--- config.mk ---
export PLATFORM = sky130hd
export DESIGN_NAME = i2s_dac_transmitter
export DESIGN_NICKNAME = d
export VERILOG_FILES = /design/src/rtl/audipus_audio_pkg.sv /design/src/rtl/i2s_round_sat.sv /design/src/rtl/i2s_dac_transmitter.sv
export SDC_FILE = /design/constraint.sdc
export NUM_CORES = 1
export LEC_CHECK = 0
export BUFFER_PORTS_ARGS = -buffer_cell sky130_fd_sc_hd__buf_2
export CELL_PAD_IN_SITES_DETAIL_PLACEMENT = 1
export CELL_PAD_IN_SITES_GLOBAL_PLACEMENT = 1
export CORE_ASPECT_RATIO = 1.4
export CORE_MARGIN = 4
export CORE_UTILIZATION = 47
export CTS_CLUSTER_DIAMETER = 100
export CTS_CLUSTER_SIZE = 20
export DETAILED_ROUTE_END_ITERATION = 10
export PLACE_DENSITY = 0.92
export SLEW_MARGIN = 30
export SYNTH_ARGS = -nofsm -noshare
export SYNTH_HDL_FRONTEND = slang
export SYNTH_SLANG_ARGS = --single-unit
--- constraint.sdc ---
create_clock -name clk -period 5.75 [get_ports clk]
set_input_delay 0.8625 -clock clk [delete_from_list [all_inputs] [get_ports clk]]
set_output_delay 0.8625 -clock clk [all_outputs]
set_load 0.05 [all_outputs]
--- src/rtl/audipus_audio_pkg.sv ---
// Shared parameters and FSM encoding for the I2S DAC output path.
// Frame geometry is derived here so every stage agrees on it.
package audipus_audio_pkg;

    localparam int DIN_W         = 34;
    localparam int DOUT_W        = 24;
    localparam int DROP_BITS     = 10;
    localparam int MCLK_PER_BCLK = 8;
    localparam int SLOT_BITS     = 32;

    localparam int DIV_W  = $clog2(MCLK_PER_BCLK);
    localparam int SLOT_W = $clog2(SLOT_BITS);
    localparam int CNT_W  = SLOT_W + 1;

    localparam logic [1:0] ST_IDLE = 2'd0;
    localparam logic [1:0] ST_WAIT = 2'd1;
    localparam logic [1:0] ST_RUN  = 2'd2;

endpackage

--- src/rtl/i2s_round_sat.sv ---
// Round-half-up and saturate a DIN_W sample down to DOUT_W.
// The sum is one bit wider so the rounding carry cannot wrap.
module i2s_round_sat
    import audipus_audio_pkg::*;
(
    input  logic [DIN_W-1:0]  x,
    output logic [DOUT_W-1:0] y
);

    localparam int SUM_W = DIN_W + 1;
    localparam int Q_W   = SUM_W - DROP_BITS;
    localparam logic [SUM_W-1:0] HALF =
        SUM_W'(1) << (DROP_BITS - 1);

    logic [SUM_W-1:0] sum;
    logic [Q_W-1:0]   q;
    logic             ovf;
    logic             unused_lsbs;

    assign sum = {x[DIN_W-1], x} + HALF;
    assign q   = sum[SUM_W-1:DROP_BITS];
    assign unused_lsbs = ^sum[DROP_BITS-1:0];

    // Fits only if every bit above the output sign matches the sign.
    assign ovf = q[Q_W-1:DOUT_W-1] !=
                 {(Q_W-DOUT_W+1){q[Q_W-1]}};

    always_comb begin
        y = q[DOUT_W-1:0];
        if (ovf) begin
            y = q[Q_W-1] ? {1'b1, {(DOUT_W-1){1'b0}}}
                         : {1'b0, {(DOUT_W-1){1'b1}}};
        end
    end

endmodule

--- src/rtl/i2s_dac_transmitter.sv ---
// Double-buffered I2S transmitter: 24-bit left-justified-after-one
// slots, 64 bclk per frame, frames generated from mclk.
module i2s_dac_transmitter
    import audipus_audio_pkg::*;
(
    input  logic             clk,
    input  logic             reset,
    input  logic             enable,
    input  logic             mute,
    input  logic             din_valid,
    input  logic [DIN_W-1:0] l_data_in,
    input  logic [DIN_W-1:0] r_data_in,
    input  logic             clear_status,
    output logic             bclk,
    output logic             lrclk,
    output logic             sdata,
    output logic             frame_start,
    output logic             underrun,
    output logic             overrun
);

    logic [1:0]        state;
    logic [DIV_W-1:0]  clk_div;
    logic [CNT_W-1:0]  bit_cnt;
    logic [SLOT_W-1:0] slot_bit;
    logic [DOUT_W-1:0] l_conv, r_conv;
    logic [DOUT_W-1:0] l_buf, r_buf;
    logic [DOUT_W-1:0] l_sh, r_sh;
    logic              fresh;
    logic              run, load, div_wrap;
    logic              accept, data_bit;

    i2s_round_sat u_rs_l (.x(l_data_in), .y(l_conv));
    i2s_round_sat u_rs_r (.x(r_data_in), .y(r_conv));

    assign run      = (state == ST_RUN) && enable;
    assign load     = run && clk_div == '0 && bit_cnt == '0;
    assign div_wrap = run && (&clk_div);
    assign accept   = enable && din_valid;
    assign slot_bit = bit_cnt[SLOT_W-1:0];
    assign data_bit = slot_bit != '0 &&
                      slot_bit <= SLOT_W'(DOUT_W);

    assign bclk        = run && clk_div[DIV_W-1];
    assign lrclk       = run && bit_cnt[CNT_W-1];
    assign frame_start = load;
    assign sdata = run && data_bit &&
                   (bit_cnt[CNT_W-1] ? r_sh[DOUT_W-1]
                                     : l_sh[DOUT_W-1]);

    always_ff @(posedge clk) begin
        if (reset || !enable) begin
            state <= ST_IDLE;
        end else begin
            case (state)
                ST_IDLE: state <= ST_WAIT;
                ST_WAIT: if (din_valid) state <= ST_RUN;
                ST_RUN:  state <= ST_RUN;
                default: state <= ST_IDLE;
            endcase
        end
    end

    always_ff @(posedge clk) begin
        if (reset || !run) begin
            clk_div <= '0;
            bit_cnt <= '0;
        end else begin
            clk_div <= clk_div + 1'b1;
            if (div_wrap) bit_cnt <= bit_cnt + 1'b1;
        end
    end

    // A sample arriving on the load clock is not an overrun.
    always_ff @(posedge clk) begin
        if (reset) begin
            l_buf    <= '0;
            r_buf    <= '0;
            fresh    <= 1'b0;
            underrun <= 1'b0;
            overrun  <= 1'b0;
        end else begin
            if (clear_status) begin
                underrun <= 1'b0;
                overrun  <= 1'b0;
            end
            if (accept) begin
                l_buf <= l_conv;
                r_buf <= r_conv;
            end
            if (load) begin
                fresh <= accept;
                if (!fresh) underrun <= 1'b1;
            end else if (accept) begin
                fresh <= 1'b1;
                if (fresh) overrun <= 1'b1;
            end
        end
    end

    always_ff @(posedge clk) begin
        if (reset) begin
            l_sh <= '0;
            r_sh <= '0;
        end else if (load) begin
            l_sh <= mute ? '0 : l_buf;
            r_sh <= mute ? '0 : r_buf;
        end else if (div_wrap && data_bit) begin
            if (bit_cnt[CNT_W-1])
                r_sh <= {r_sh[DOUT_W-2:0], 1'b0};
            else
                l_sh <= {l_sh[DOUT_W-2:0], 1'b0};
        end
    end

endmodule

Yosys cells after proc, flatten, opt, wreduce, memory -nomap -nowiden
Cells that the tools add are included.
Storage, ports and cells
  register bits: 110
  bits of input ports: 74
  output and inout port bits: 6
  word-level logic and storage cells: 70
Cells by class
  add/sub/neg operators: 4
  magnitude comparators: 1
  equal/unequal tests: 6
  multiplexer cells: 24
  reduce and logical (&&, ||, !) cells: 25
Operators by type and width (count)
  $mux W24: 12
  $add A34 B11 Y35 const B: 2
  $logic_and A1 B1 Y1: 11
  $mux W1: 10
  $add A6 B1 Y6 const B: 1
  $logic_not A6 Y1: 1
  $pmux W2 S3: 1
  $reduce_bool A2 Y1: 3
  $le A5 B5 Y1 const B: 1
  $reduce_bool A5 Y1: 1
  $ne A2 B2 Y1 const B: 2
  $reduce_and A2 Y1: 2
  $add A3 B1 Y3 const B: 1
  $logic_not A3 Y1: 1
  $reduce_and A3 Y1: 1
  $eq A2 B1 Y1 const B: 1
  $eq A2 B2 Y1 const B: 1
  $logic_not A1 Y1: 2
  $logic_not A2 Y1: 1
  $logic_or A1 B1 Y1: 2
  $mux W2: 1
  $ne A1 B1 Y1: 2

Logic depth before layout (Yosys ltp)
Gate-level depths: netlist of run 1.
  depth after elaboration: 6
  depth in mapped cells: 10
  mapped depth without buffers: 7

Hierarchy
Synthesis of run 1 repeated with hierarchy kept, for this count alone.
Unflattened totals
  cell total of the unflattened synthesis: 820
  area, all modules: 6620.1 µm²
By module, submodules not included
  i2s_dac_transmitter: instances 1, cells each 578, area each 5068.6 µm², seq. area each 2202.1 µm²
  i2s_round_sat: instances 2, cells each 121, area each 775.7 µm², seq. area each 0.0 µm²

Worst setup path after synthesis of run 1
Ideal clock, no wire load.
  path type: register -> output
  start point: register bit_cnt[0]
  end point: output port frame_start
  arrival time: 2.106 ns
  data required time: 4.888 ns
  setup slack: 2.781 ns
  cell stages (with the launch flop): 8
  path buffers: 2
  cells stage by stage: dfxtp_1 -> inv_1 -> ha_1 -> or4b_1 -> or4_1 -> buf_4 -> buf_2 -> inv_1
Between the ends
  word-level cells in the longest chain between the ends: 2
Ends and longest elaborated chain
  start, declared: line i2s_dac_transmitter.sv:24  | logic [CNT_W-1:0] bit_cnt;
  start signal, assigned: line i2s_dac_transmitter.sv:70  | if (div_wrap) bit_cnt <= bit_cnt + 1'b1;
  $logic_not A6 Y1: line i2s_dac_transmitter.sv:37  | assign load = run && clk_div == '0 && bit_cnt == '0;
  $logic_and A1 B1 Y1: line i2s_dac_transmitter.sv:37
  end, declared: line i2s_dac_transmitter.sv:17  | output logic frame_start,
Every way passes these cells.

Worst setup path after layout of run 1
Ends and elaborated chain as after synthesis.

==> results of run 1 <==
==> power by group <==
part	total (mW)	switching, mW	internal (mW)
Combinational	0.183	0.115	0.0683
Sequential	0.812	0.0187	0.793
Clock	0.766	0.293	0.472
==> synth_stat cells (3+ instances only) <==
| library cell | number | area [um^2] |
|---|---|---|
| a211oi_1 | 58 | 435 |
| a211oi_2 | 29 | 363 |
| a21oi_1 | 53 | 265 |
| a311oi_1 | 3 | 26.3 |
| and3_1 | 5 | 31.3 |
| buf_2 | 8 | 40.0 |
| buf_4 | 3 | 22.5 |
| buf_6 | 8 | 90.1 |
| clkbuf_1 | 32 | 120 |
| dfxtp_1 | 110 | 2200 |
| ha_1 | 10 | 125 |
| inv_1 | 19 | 71.3 |
| mux2i_1 | 4 | 40.0 |
| nand2_1 | 37 | 139 |
| nand2b_1 | 4 | 25.0 |
| nand3_1 | 25 | 125 |
| nand4_1 | 16 | 100 |
| nor2_1 | 112 | 420 |
| nor2_2 | 10 | 62.6 |
| nor3_1 | 12 | 60.1 |
| nor3b_1 | 43 | 323 |
| nor3b_2 | 3 | 37.5 |
| nor4_1 | 13 | 81.3 |
| o21ai_0 | 6 | 30.0 |
| or2_2 | 3 | 18.8 |
| or3_1 | 3 | 18.8 |
| xnor2_1 | 21 | 184 |
| xor2_1 | 22 | 193 |
==> state kept, by name, summed over array words and instances, names as in the netlist <==
name,flops
r_buf,24
clk_div,3
r_sh,24
overrun,1
underrun,1
bit_cnt,6
l_buf,24
fresh,1
state,2
l_sh,24
==> routing by layer <==
metal / track usage [%] / vias up / wire length, um
li1: - / 2546 / -
met1: 25.1 / 2566 / 6500
met2: 44.2 / 115 / 9110
met3: 3.54 / 41 / 557
met4: 10.1 / 0 / 543
met5: 0 / - / 0
==> worst max path at each step <==
stage                     cells past startpoint     endpoint  slack [ns]       start
final                                         6  frame_start        2.36  bit_cnt[0]
after detailed placement                      8      r_sh[8]        2.37      enable
after floorplan                               7  frame_start        2.78  bit_cnt[0]
after CTS                                     9     l_sh[17]        2.25  bit_cnt[0]
after global placement                        8     r_sh[12]        2.53      enable
after global routing                          9      l_sh[5]        2.21  bit_cnt[0]
==> final cells by class <==
cell class                      count  area, um^2
Fill cell                        1445        5780
Tap cell                          150         188
Timing Repair Buffer               67         357
Clock inverter                      7         146
Multi-Input combinational cell    517        3350
Clock buffer                        9         225
Inverter                           19        71.3
Sequential cell                   110        2200
==> kinds of logic after synthesis <==
kind of cell / Yosys count / share of synthesized area (%)
flops: 110 / 37.4
mux: 4 / 0.680
fa+ha+maj: 10 / 2.13
buf+inv: 71 / 6.10
simple gates: 297 / 26.1
xor+xnor: 43 / 6.40
compound gates: 163 / 21.2
==> stage by stage <==
stage | hold WS (ns) | setup slack [ns] | instance area [um^2]
floorplan | 0.417 | 2.78 | 5890
global placement | 0.427 | 2.53 | 6160
detailed placement | 0.444 | 2.37 | 6160
CTS | 0.461 | 2.25 | 6530
global route | 0.468 | 2.21 | 6540
finish | 0.469 | 2.36 | 6540
==> worst reg2reg max path, stage by stage, from the launching register on <==
cell and delay, ns:
dfxtp_1 0.36, inv_1 0.11, ha_1 0.18, or4b_1 0.48
or4_2 0.70, buf_6 0.33, o31ai_4 0.13, buf_4 0.47
nor2_1 0.17, a211oi_1 0.32
==> impl_metrics.tcl, run 1 <==
set metrics [dict create \
    grt_pass1_vias 5664 \
    root_buffer "clkbuf_16" \
    clk_latency_ns 0.35 \
    finClkSkew_ns 0.00593 \
    grt_pass1_wl_mm 27.2 \
    overflow 0 \
    post-route-drc-count 0 \
    synth_cells 698 \
    max_freq_mhz 295 \
    hold_path.class "register to register" \
    cts-resized-gates 0 \
    path_cells "inv_1 > ha_1 > or4b_1 > or4_2 > inv_1 > buf_2" \
    rows 48 \
    port_buffers 61 \
    start_util_pct 47.8 \
    mostFrequentLayoutCells "nor2_1, dfxtp_1, buf_2, a211oi_1, a21oi_1" \
    final-instance-count-excl-fill 879 \
    synth_seq_area_share_pct 37.4 \
    dieHeight_um 140 \
    reg2reg_depth 9 \
    path_clk_slew_ns 0.07 \
    cts_made_buffers 9 \
    num_io_pins 80 \
    synth_fp_nets 782 \
    worst_ep_arrival_time_ns 2.53 \
    setup_violations 0 \
    fin_util_pct 53.1 \
    slowest_delay_ns 0.70 \
    tns_ns 0 \
    hold_viol 0 \
    ir_drop_uv 200 \
    yosysWarnings 0 \
    path_common_cell "inv_1" \
    syn_to_final_growth_pct 11.0 \
    crit_buf_inv 3 \
    min_from "clk_div[0]" \
    synth_flop_cell "dfxtp_1" \
    die_w_um 103 \
    grtUsageTotal_pct 23.5 \
    post_cts_buffers 0 \
    min_delay_worst_endpoint "clk_div[0]" \
    leakagePower_nw 2.18 \
    antenna_left 0 \
    power_density_mw_per_mm2 269 \
    cts_max_level 3 \
    slew-limit-headroom_pct 38.3 \
    place_inst 863 \
    synth_seq_cells 110 \
    fin_nets 808 \
    tritoncts "yes" \
    cts_hold_buffers 0 \
    finalMaxSlewViolations 0 \
    synth.cell_area_mm2 0.00589 \
    yosysUniqueCellTypes 49 \
    first_pass_iters 5 \
    hpwl_mm 10.7 \
    syn_avg_cell_area_um2 8.43 \
    endpoint_kind "output pin" \
    r2r_slack_ns 2.38 \
    power_mw 1.76 \
    routed_wirelength_mm 16.7 \
    fp.coreArea_mm2 0.0123 \
    antenna_found_initial 0 \
    grt_max_degree 99 \
    critical_path_required_ns 4.89 \
    async_reset_ff_share_pct 0 \
    path_delay_family "simple AND/OR/NAND/NOR gates" \
    critPathSlowestCell "or4_2" \
    path_class "register to output pin" \
    gp_congestion 0.863 \
    viasPerCell 5.99 \
    maxCapViolCount 0 \
    drtIter0Drc 178 \
    outcome "finished clean" \
    cts.sinks 110 \
    synth-edff-count 0 \
    tightest_slew_ns 0.925 \
    diodes 0 \
    vias 5268 \
    cp_max_fo 4 \
    clockBufferDepth 2 \
    hold-path-cell-count 1 \
    period_needed_ns 3.39 \
    drive_gt1_share_pct 18.4 \
    rr_startpoint "bit_cnt[0]" \
    cp-start-kind "register" \
    finalCritPeriodShare_pct 59.0 \
    final_common_cell "nor2_1" \
    rsz0062_at_grt "false" \
    drt-wirelength-per-cell_um 19.0 \
    die_area_mm2 0.0144 \
    r2r_end "l_sh[5]" \
]
(Power assumes the default switching activity.)
==> run 2, diff against run 1 <==
- CORE_UTILIZATION: 47 -> 39
- PLACE_DENSITY: 0.92 -> 0.82
- clock period: 5.75 -> 3.1 ns (I/O delays scaled with it)
==> impl_metrics.tcl, run 2 (same netlist as run 1, synthesis figures left out) <==
set metrics [dict create \
    outcome "finished clean" \
    clockBufferDepth 2 \
    p_sw_share_pct 25.6 \
    tritoncts "yes" \
    setup_violations 0 \
    drtIter0Drc 282 \
    mostFrequentLayoutCells "nor2_1, dfxtp_1, buf_2, a211oi_1, a21oi_1" \
    critPathSlowestCell "or4_4" \
    path_cells "inv_1 > ha_1 > or4b_1 > or4_4 > inv_1 > buf_2" \
    fp.coreArea_mm2 0.0146 \
    port_buffers 61 \
    max_freq_mhz 356 \
    cts_max_level 3 \
    first_pass_iters 4 \
    drive_gt1_share_pct 19.4 \
    endpoint_kind "output pin" \
    routed_wirelength_mm 15.2 \
    cts_hold_buffers 0 \
    finClkSkew_ns 0.00707 \
    grt_max_degree 54 \
    cts_made_buffers 9 \
    path_common_cell "inv_1" \
    hold_path.class "input pin to register" \
    tightest_slew_ns 0.898 \
    start_util_pct 40.2 \
    fin_util_pct 45.3 \
    viasPerCell 5.60 \
    dieHeight_um 153 \
    hold-path-cell-count 3 \
    leakagePower_nw 2.19 \
    slowest_delay_ns 0.61 \
    period_needed_ns 2.81 \
    gp_congestion 0.818 \
    p_comb_share_pct 11.4 \
    cp-start-kind "register" \
    hold_viol 0 \
    path_class "register to output pin" \
    dpl_cell_area_mm2 0.00632 \
    post-route-drc-count 0 \
    fin_nets 817 \
    critical_path_required_ns 2.63 \
    slew-limit-headroom_pct 40.1 \
    power_mw 3.00 \
    drt-wirelength-per-cell_um 16.4 \
    finalMaxSlewViolations 0 \
    diodes 0 \
    finalCritPeriodShare_pct 90.7 \
    final_common_cell "nor2_1" \
    antenna_left 0 \
    switchingPower_mw 0.769 \
    grt_pass1_vias 5491 \
    design_area_mm2 0.00663 \
    power_density_mw_per_mm2 453 \
    intPower_mw 2.24 \
    num_io_pins 80 \
    path_clk_slew_ns 0.07 \
    rsz0062_at_grt "false" \
    setup_slack_ns 0.288 \
    maxCapViolCount 0 \
    hpwl_mm 11.0 \
    vias 5189 \
    grtUsageTotal_pct 18.0 \
    clockPowerShare_pct 38.6 \
    grt_pass1_wl_mm 26.0 \
    rows 52 \
    tns_ns 0 \
    dp_slack_ns 0.181 \
    cts.sinks 110 \
    ir_drop_uv 229 \
    antenna_found_initial 0 \
    root_buffer "clkbuf_16" \
    clk_latency_ns 0.34 \
    seqPwrFrac_pct 50.0 \
    syn_to_final_growth_pct 12.6 \
    cp_max_fo 8 \
    reg2reg_depth 8 \
    die_w_um 112 \
    die_area_mm2 0.0171 \
    worst_ep_arrival_time_ns 2.35 \
    overflow 0 \
]
run 2: worst paths after layout:
kind | start | end | slack (ns)
hold / removal | l_data_in[26] | l_buf[16] | 0.43
hold reg to reg | clk_div[0] | clk_div[0] | 0.45
setup reg to reg | bit_cnt[0] | l_sh[21] | 0.40
setup / recovery | bit_cnt[0] | frame_start | 0.29
run 2: cell type report:
class                   count  area (um^2)
fillers                  1788         8010
inverters                  19         71.3
well taps                 189          236
flip-flops and latches    110         2200
repair buffers             76          470
multi-input cells         517         3350
clock buffers               9          225
clock inverters             6         72.6
run 2: stage by stage:
| step | hold WS (ns) | std cells |
|---|---|---|
| final | 0.435 | 926 |
| after global routing | 0.438 | 926 |
| after CTS | 0.427 | 926 |
| after detailed placement | 0.439 | 911 |
| after global placement | 0.427 | 911 |
| after floorplan | 0.417 | 698 |
run 2: per-layer routing:
metal / wire length (um) / track usage (%) / vias to the layer above
li1: - / - / 2571
met1: 6490 / 20.7 / 2516
met2: 8030 / 33.1 / 85
met3: 430 / 2.57 / 17
met4: 252 / 6.90 / 0
met5: 0 / 0 / -
run 2: critical path: cells and delay by family, from the launching register on:
family,cells,cell delay (ns)
buffers and inverters,3,0.42
adders and majority gates,1,0.16
DFF,1,0.35
and+or+nand+nor,2,1.07
run 2: power groups by stage:
stage	sequential [mW]	clock, mW	combinational (mW)
2_1_floorplan	1.53	0	0.222
3_5_place_dp	1.53	0	0.342
3_3_place_gp	1.53	0	0.321
4_1_cts	1.50	1.19	0.344
6_report	1.50	1.16	0.343
5_1_grt	1.51	1.25	0.381
run 2: what timing repair did:
item / 4_1_cts / 5_1_grt
resized for setup: 0 / 2
setup endpoints to repair: 0 / 3
setup buffers: 0 / 0
==> run 3, diff against run 2 <==
- CORE_UTILIZATION: 39 -> 43
- PLACE_DENSITY: 0.82 -> 0.85
- clock period: 3.1 -> 2.7 ns (I/O delays scaled with it)
==> impl_metrics.tcl, run 3 (same netlist as run 1, synthesis figures left out) <==
set metrics [dict create \
    outcome "finished clean" \
    routed_wirelength_mm 15.3 \
    cts_made_buffers 9 \
    vias 5250 \
    slew-limit-headroom_pct 50.2 \
    power_mw 3.53 \
    rsz0062_at_grt "true" \
    seqPwrFrac_pct 48.9 \
    die_w_um 107 \
    drtIter0Drc 150 \
    final-instance-count-excl-fill 938 \
    r2r_end "l_sh[20]" \
    design_area_mm2 0.00681 \
    min_from "l_data_in[28]" \
    clockBufferDepth 2 \
    setup_slack_ns 0.00830 \
    tightest_slew_ns 0.740 \
    path_cells "inv_2 > ha_4 > or4b_4 > or4_4 > buf_6 > inv_4 > buf_8" \
    r2r_slack_ns 0.04 \
    min_delay_worst_endpoint "l_buf[18]" \
    setup_violations 0 \
    place_inst 920 \
    viasPerCell 5.60 \
    num_io_pins 80 \
    hold-path-cell-count 3 \
    critical_path_required_ns 2.30 \
    endpoint_kind "output pin" \
    leakagePower_nw 2.29 \
    post-route-drc-count 0 \
    cts.sinks 110 \
    hpwl_mm 11.1 \
    worst_ep_arrival_time_ns 2.29 \
    overflow 0 \
    start_util_pct 44.0 \
    drive_gt1_share_pct 22.2 \
    finalCritPeriodShare_pct 99.7 \
    grt_pass1_vias 5438 \
    ir_drop_uv 278 \
    critPathSlowestCell "or4_4" \
    dr.max_layer_used "met4" \
    power_density_mw_per_mm2 518 \
    route.met2.wl_mm 8.21 \
    antenna_found_initial 0 \
    first_pass_iters 4 \
    intPower_mw 2.65 \
    wl_met3_um 415 \
    hold_viol 0 \
    finClkSkew_ns 0.0127 \
    port_buffers 61 \
    fin_hold_ws_ns 0.373 \
    max_freq_mhz 372 \
    grt_max_degree 52 \
    mostFrequentLayoutCells "nor2_1, dfxtp_1, buf_2, a211oi_1, a21oi_1" \
    clockPowerShare_pct 39.9 \
    grt_pass1_wl_mm 25.5 \
    p_sw_share_pct 24.9 \
    dpl_cell_area_mm2 0.00644 \
    slowest_delay_ns 0.57 \
    drt-wirelength-per-cell_um 16.3 \
    path_class "register to output pin" \
    root_buffer "clkbuf_16" \
    syn_to_final_growth_pct 15.7 \
    switchingPower_mw 0.879 \
    dp_slack_ns -0.0768 \
    fin_nets 835 \
    gp_congestion 0.813 \
    diodes 0 \
    hold_path.class "input pin to register" \
    final_common_cell "nor2_1" \
    path_delay_family "simple AND/OR/NAND/NOR gates" \
    reg2reg_depth 8 \
    cp_max_fo 5 \
    maxCapViolCount 0 \
    wl_met1_mm 6.29 \
    cts_max_level 3 \
    grtUsageTotal_pct 19.6 \
    clk_latency_ns 0.35 \
    crit_buf_inv 4 \
    fp.coreArea_mm2 0.0134 \
    dieHeight_um 146 \
    p_comb_share_pct 11.2 \
    antenna_left 0 \
    die_area_mm2 0.0156 \
    fillers 1645 \
    tritoncts "yes" \
    period_needed_ns 2.69 \
    rows 50 \
    cp-start-kind "register" \
    path_clk_slew_ns 0.08 \
    rr_startpoint "bit_cnt[1]" \
    finalMaxSlewViolations 0 \
]
-- run 3: layout make-up --
cell class	count	area, um^2	share of cell area [%]
multi-input combinational	517	3360	49.4
tap	182	228	3.34
sequential	110	2200	32.4
timing repair buffer	94	619	9.10
clock inverter	4	53.8	0.790
clock buffer	12	267	3.91
inverter	19	73.8	1.08
-- run 3: power by group through the flow --
stage / clock network, mW / registers (mW) / logic (mW)
detailed placement: 0 / 1.76 / 0.396
global placement: 0 / 1.76 / 0.372
CTS: 1.43 / 1.73 / 0.398
finish: 1.41 / 1.73 / 0.395
global route: 1.48 / 1.73 / 0.442
floorplan: 0 / 1.75 / 0.255
-- run 3: timing repair --
| item | CTS | global route |
|---|---|---|
| gates resized for setup | 3 | 11 |
| hold buffers | 0 | 0 |
| pin swaps | 1 | 2 |
| setup buffers | 0 | 2 |
| setup endpoints to repair | 44 | 1 |
| cloned | 0 | 0 |
-- run 3: metal layers --
layer	up-vias	track usage, %
met2	92	36.3
met1	2531	22.2
met4	0	8.38
li1	2605	-
met3	22	2.12
met5	-	0
-- run 3: how the worst max path moves through the flow --
stage / startpoint / to / slack (ns) / cells after the start
3_3_place_gp: bit_cnt[1] / l_sh[0] / 0.08 / 8
2_1_floorplan: bit_cnt[0] / frame_start / 0.19 / 7
5_1_grt: bit_cnt[1] / frame_start / -0.03 / 7
6_report: bit_cnt[1] / frame_start / 0.008 / 7
4_1_cts: bit_cnt[0] / frame_start / 0.01 / 7
3_5_place_dp: bit_cnt[1] / r_sh[2] / -0.08 / 9
-- run 3: through the flow --
stage / util [%] / TNS [ns]
2_1_floorplan: - / 0
3_3_place_gp: 48.1 / 0
3_5_place_dp: 48.1 / -0.776
4_1_cts: 50.5 / 0
5_1_grt: 50.9 / -0.0620
6_report: 50.9 / 0
-- run 3: worst reg2reg max path, cell delays in order (launching register included) --
cell and delay, ns:
dfxtp_2 0.35, inv_2 0.07, ha_4 0.13, or4b_4 0.47
or4_4 0.57, buf_4 0.28, nor3b_1 0.34, a21oi_1 0.10
a211oi_1 0.26
